===== src/rtl/bin_to_bcd_disp.sv =====
// bin_to_bcd_disp: serial double-dabble converter producing eight blanked/signed display digit codes
module bin_to_bcd_disp #(
  parameter logic [3:0] BLANK_CODE = 4'd10,
  parameter logic [3:0] DASH_CODE  = 4'd11,
  parameter bit         LZ_BLANK   = 1'b1
) (
  input  logic        clk,
  input  logic        rst,
  input  logic        start,
  input  logic        neg_in,
  input  logic [26:0] value_in,
  output logic        busy,
  output logic        done,
  output logic [3:0]  bit_7,
  output logic [3:0]  bit_6,
  output logic [3:0]  bit_5,
  output logic [3:0]  bit_4,
  output logic [3:0]  bit_3,
  output logic [3:0]  bit_2,
  output logic [3:0]  bit_1,
  output logic [3:0]  bit_0
);
  typedef enum logic [1:0] {IDLE, CONV, FMT} state_t;
  state_t      state;
  logic [26:0] shift;
  logic [31:0] bcd, adj, fmt, disp;
  logic [4:0]  cnt;
  logic [2:0]  msd;
  logic        neg, ovf, nz;
  assign {bit_7, bit_6, bit_5, bit_4, bit_3, bit_2, bit_1, bit_0} = disp;
  always_comb begin
    adj = '0;
    for (int i = 0; i < 8; i++)
      adj[4*i +: 4] = bcd[4*i +: 4] >= 4'd5 ? bcd[4*i +: 4] + 4'd3 : bcd[4*i +: 4];
  end
  // msd stays 0 for a zero value so the units digit is always shown
  always_comb begin
    msd = '0;
    fmt = '0;
    nz  = |bcd;
    for (int i = 0; i < 8; i++)
      if (bcd[4*i +: 4] != 4'd0) msd = 3'(i);
    for (int i = 0; i < 8; i++)
      fmt[4*i +: 4] = ovf ? DASH_CODE :
                      LZ_BLANK ? ((neg && nz && i == int'(msd) + 1) ? DASH_CODE :
                                  (i > int'(msd) ? BLANK_CODE : bcd[4*i +: 4])) :
                      ((neg && nz && i == 7) ? DASH_CODE : bcd[4*i +: 4]);
  end
  always_ff @(posedge clk or negedge rst) begin
    if (!rst) begin
      state <= IDLE;
      busy  <= 1'b0;
      done  <= 1'b0;
      disp  <= {8{BLANK_CODE}};
      shift <= '0;
      bcd   <= '0;
      cnt   <= '0;
      neg   <= 1'b0;
      ovf   <= 1'b0;
    end else begin
      case (state)
        IDLE: begin
          done <= 1'b0;
          if (start) begin
            shift <= value_in;
            neg   <= neg_in;
            ovf   <= (value_in > 27'd99_999_999) || (neg_in && value_in > 27'd9_999_999);
            bcd   <= '0;
            cnt   <= '0;
            busy  <= 1'b1;
            state <= CONV;
          end
        end
        CONV: begin
          bcd   <= {adj[30:0], shift[26]};
          shift <= {shift[25:0], 1'b0};
          cnt   <= cnt + 5'd1;
          if (cnt == 5'd26) state <= FMT;
        end
        FMT: begin
          disp  <= fmt;
          done  <= 1'b1;
          busy  <= 1'b0;
          state <= IDLE;
        end
        default: state <= IDLE;
      endcase
    end
  end
endmodule


===== config.mk =====
export PLATFORM = sky130hd
export DESIGN_NAME = bin_to_bcd_disp
export DESIGN_NICKNAME = d
export VERILOG_FILES = /design/src/rtl/bin_to_bcd_disp.sv
export SDC_FILE = /design/constraint.sdc
export NUM_CORES = 1
export LEC_CHECK = 0
export CELL_PAD_IN_SITES_DETAIL_PLACEMENT = 2
export CELL_PAD_IN_SITES_GLOBAL_PLACEMENT = 2
export CORE_ASPECT_RATIO = 0.75
export CORE_MARGIN = 3
export CORE_UTILIZATION = 35
export CTS_BUF_LIST = sky130_fd_sc_hd__clkbuf_4 sky130_fd_sc_hd__clkbuf_8 sky130_fd_sc_hd__clkbuf_16
export CTS_CLUSTER_SIZE = 40
export DETAILED_ROUTE_END_ITERATION = 16
export PLACE_DENSITY = 0.85
export SYNTH_ARGS = -nofsm -noshare
export SYNTH_HDL_FRONTEND = slang
export SYNTH_SLANG_ARGS = --single-unit

===== constraint.sdc =====
create_clock -name clk -period 3.8 [get_ports clk]
set_clock_uncertainty 0.05 [all_clocks]
set_input_delay 0.38 -clock clk [delete_from_list [all_inputs] [get_ports clk]]
set_output_delay 0.38 -clock clk [all_outputs]
set_load 0.005 [all_outputs]

==> results of run 1 <==
## worst min-delay path by stage
stage,start,to,slack [ns]
3_3_place_gp,rst,bcd[14]$_DFFE_PN0P_,0.40
6_report,rst,disp[14]$_DFFE_PN0P_,0.02
2_1_floorplan,rst,bcd[0]$_DFFE_PN0P_,0.03
5_1_grt,rst,bcd[14]$_DFFE_PN0P_,0.07
4_1_cts,rst,bcd[7]$_DFFE_PN0P_,0.03
3_5_place_dp,rst,bcd[14]$_DFFE_PN0P_,0.41
## per-layer routing
layer	routed length (µm)	vias up	share of wire
li1	-	2187	-
met1	8410	2482	0.47
met2	8700	72	0.49
met3	639	15	0.036
met4	152	0	0.0085
met5	0	-	0
## metrics by stage
stage | hold slack [ns] | instance area, µm² | total power, W | instances | utilization
6_report | 0.0198 | 6610 | 0.00500 | 830 | 0.445
5_1_grt | 0.0652 | 6610 | 0.00538 | 830 | 0.445
4_1_cts | 0.0313 | 6600 | 0.00503 | 829 | 0.445
3_5_place_dp | 0.412 | 6290 | 0.00400 | 813 | 0.424
3_3_place_gp | 0.400 | 6290 | 0.00380 | 813 | 0.424
2_1_floorplan | 0.0344 | 5440 | 0.00324 | 569 | -
## power breakdown
group          internal (W)  switching [W]  leakage (nW)
clock              0.000561       0.000416         0.153
combinational      0.000888        0.00129          1.25
sequential          0.00145       0.000393          1.25
total               0.00290        0.00210          2.65
## critical path: stages (launching register included)
cell,delay [ns]
dfrtp_1,0.41
inv_1,0.13
ha_1,0.26
or3b_1,0.56
o41ai_2,0.54
ha_1,0.33
nor2b_1,0.16
and2_1,0.23
a21boi_0,0.26
nand2_1,0.16
a32o_1,0.30
## cell families after synthesis
logic type      share of synthesized area
compound gates                      0.249
xor+xnor                           0.0193
fa+ha+maj                          0.0506
buf+inv                            0.0400
flops                               0.473
simple gates                        0.168
## layout make-up
class                   instances  area (µm²)  share of cell area
flip-flops and latches        102        2570               0.389
multi-input cells             413        2650               0.402
well taps                     200         250              0.0379
clock inverters                 3        42.5             0.00644
repair buffers                 77         736               0.111
clock buffers                  13         268              0.0405
inverters                      22        82.6              0.0125
## cell usage after synthesis, types with 7 or more instances
| cell type | number | area share |
|---|---|---|
| nor3_1 | 7 | 0.0064 |
| o22ai_1 | 15 | 0.017 |
| a31oi_1 | 10 | 0.012 |
| o21ai_0 | 55 | 0.051 |
| o31ai_1 | 8 | 0.011 |
| nand2_1 | 44 | 0.030 |
| a21oi_1 | 49 | 0.045 |
| nor2b_1 | 32 | 0.037 |
| xnor2_1 | 8 | 0.013 |
| inv_1 | 21 | 0.014 |
| nand3_1 | 9 | 0.0083 |
| clkbuf_1 | 30 | 0.021 |
| dfrtp_1 | 86 | 0.40 |
| nor2_1 | 33 | 0.023 |
| o22a_1 | 11 | 0.018 |
| nand4_1 | 7 | 0.0081 |
| dfstp_2 | 16 | 0.077 |
| nor3b_1 | 7 | 0.0097 |
| a32o_1 | 10 | 0.018 |
| ha_1 | 22 | 0.051 |
| a22oi_1 | 26 | 0.036 |
| nand2b_1 | 11 | 0.013 |
## flip-flops by register name, indices dropped and copies added (netlist names)
| signal | cells |
|---|---|
| bcd | 32 |
| busy | 1 |
| cnt | 5 |
| disp | 32 |
| done | 1 |
| neg | 1 |
| ovf | 1 |
| shift | 27 |
| state | 2 |
## timing repair
item                                    4_1_cts  5_1_grt
gates resized for setup                       0        0
hold buffers                                  0        0
endpoints found under the hold margin         0        0
setup buffers                                 0        1
endpoints found under the setup margin        0        1
==> results.md, run 1 <==
* Met3 usage at 0.0421
* Status: finished, final reports clean
* Commonest non-fill, non-tap cells in the layout: 86 x dfrtp_1, 63 x clkdlybuf4s50_1, 55 x o21ai_0
* DR iter-0 viols at 335
* Gr usage total at 0.218
* N_diodes at 0
* H-tree depth at 3
* Half-perimeter wire length after detailed placement at 12.8 mm
* Number of enable-type register cells in the synthesized netlist at 0
* Final number of setup-violating endpoints at 0
* Number of inserted filler cells in the final layout at 1,608
* Period utilisation layout at 0.922
* Sequential area share after synthesis at 0.473
* Count of distinct cell types in the synthesized netlist at 51
* Arrival time worst endpoint at 3.70 ns
* Starting utilization of the core area at 0.367
* Die Height at 114 µm
* Std-Cell Rows at 38
* Count of max-cap constraint violations at 0
* Clock input transition at the sequential cells of the worst setup and hold paths at 0.07 ns
* Power Density at 757 nW/µm²
* Crit path launch type: register
* Wire length of the first global-routing pass at 29.3 mm
* Critical path launch point: bcd[20]$_DFFE_PN0P_
* Setup TNS at 0 ns
* NumNets Final at 678
* Worst min-delay path class: in2async
* Nature of the critical path endpoint: register
* Detail Route Antenna Nets at 0
* Endpoint of the lowest-slack register-to-register path: disp[6]$_DFFE_PN0P_
* Cts bufs inserted at 9
* Insertion delay of the later-clocked pin in the worst-skew pair at 0.36 ns
* Die extent in x at 150 µm
* Clock tree root driver cell: clkbuf_16
* Cell leakage power at 2.65 nW
* Maximum number of pins on one net before global-route repair at 53
* Final critical-path setup slack at 0.297 ns
* Aggregate routed wire length at 17.9 mm
* Clock Tree Buf Depth at 2
* RSZ-0062 raised after global routing: no
* Critical Path End: disp[6]$_DFFE_PN0P_
* Total clock sinks at 102
* Fmax achieved at 285 MHz
* Final slew viol count at 0
* Cell count after synthesis at 569
* Mean instance size in the synthesized netlist at 9.56 µm²
* Core box area at 14,800 µm²
* Layout Area Growth over Synthesis at 21.4%
* Antenna violations before repair at 0
* Post-layout minimum cycle time at 3.50 ns
* Async SR Flop Fraction at 1.00
* Max-slew headroom at 0.214
* Number of vias after detailed routing at 4,756
* Met2 capacity usage during global routing at 0.361
* Number of ports placed on the die boundary at 65
* Area of the die at 17,100 µm²
* Leading cell type in the layout, fill and taps excluded: dfrtp_1
* Max VDD drop at 0.318 mV
* Final hold violation count at 0
* Slack of the worst reg-to-reg path at 0.30 ns
* Worst reg2reg path depth at 10
* Most used routing layer: met2
* Total congestion overflow after global routing at 0
* Crit-path max FO at 9
* Required time at the endpoint of the critical path at 4.00 ns
* Actual slew at the worst max-slew pin at 1.18 ns
* Final RePlAce weighted congestion at 0.882
* Post-synth net total at 622
* Number of search-and-repair iterations in the first detailed-routing pass at 4
* Remaining design rule violation count at 0
* Fraction of layout instances using a drive strength above 1 at 0.0937
* Vias/cell at 5.73
* Number of I/O port buffers at 64
* Post-synthesis register bit count at 102
* Post-Place Worst Slack at 0.332 ns
* Global routing met1 resource utilization at 0.302
* Per-cell routed wire length at 21.6 µm
* Number of global-route vias before repair at 5,205
* Top_reg_cell synth: dfrtp_1
* Startpoint of the most critical register-to-register path: bcd[20]$_DFFE_PN0P_
* Post-synth design cell area at 5440 µm²
* TritonCTS clock tree: done
* Number of synthesis warnings at 0
* CP Class: reg2reg
Power figures use the tool's default switching activity.
==> run 2: changes to the inputs <==
Settings changed: CTS_CLUSTER_SIZE 40 to not set.
==> results of run 2 <==
The final DEF is identical to that of run 1; final timing and power are the same.
==> run 3: changes to the inputs <==
Settings changed: SLEW_MARGIN set to 15.
==> results of run 3 <==
The final DEF is identical to that of run 1; final timing and power are the same.
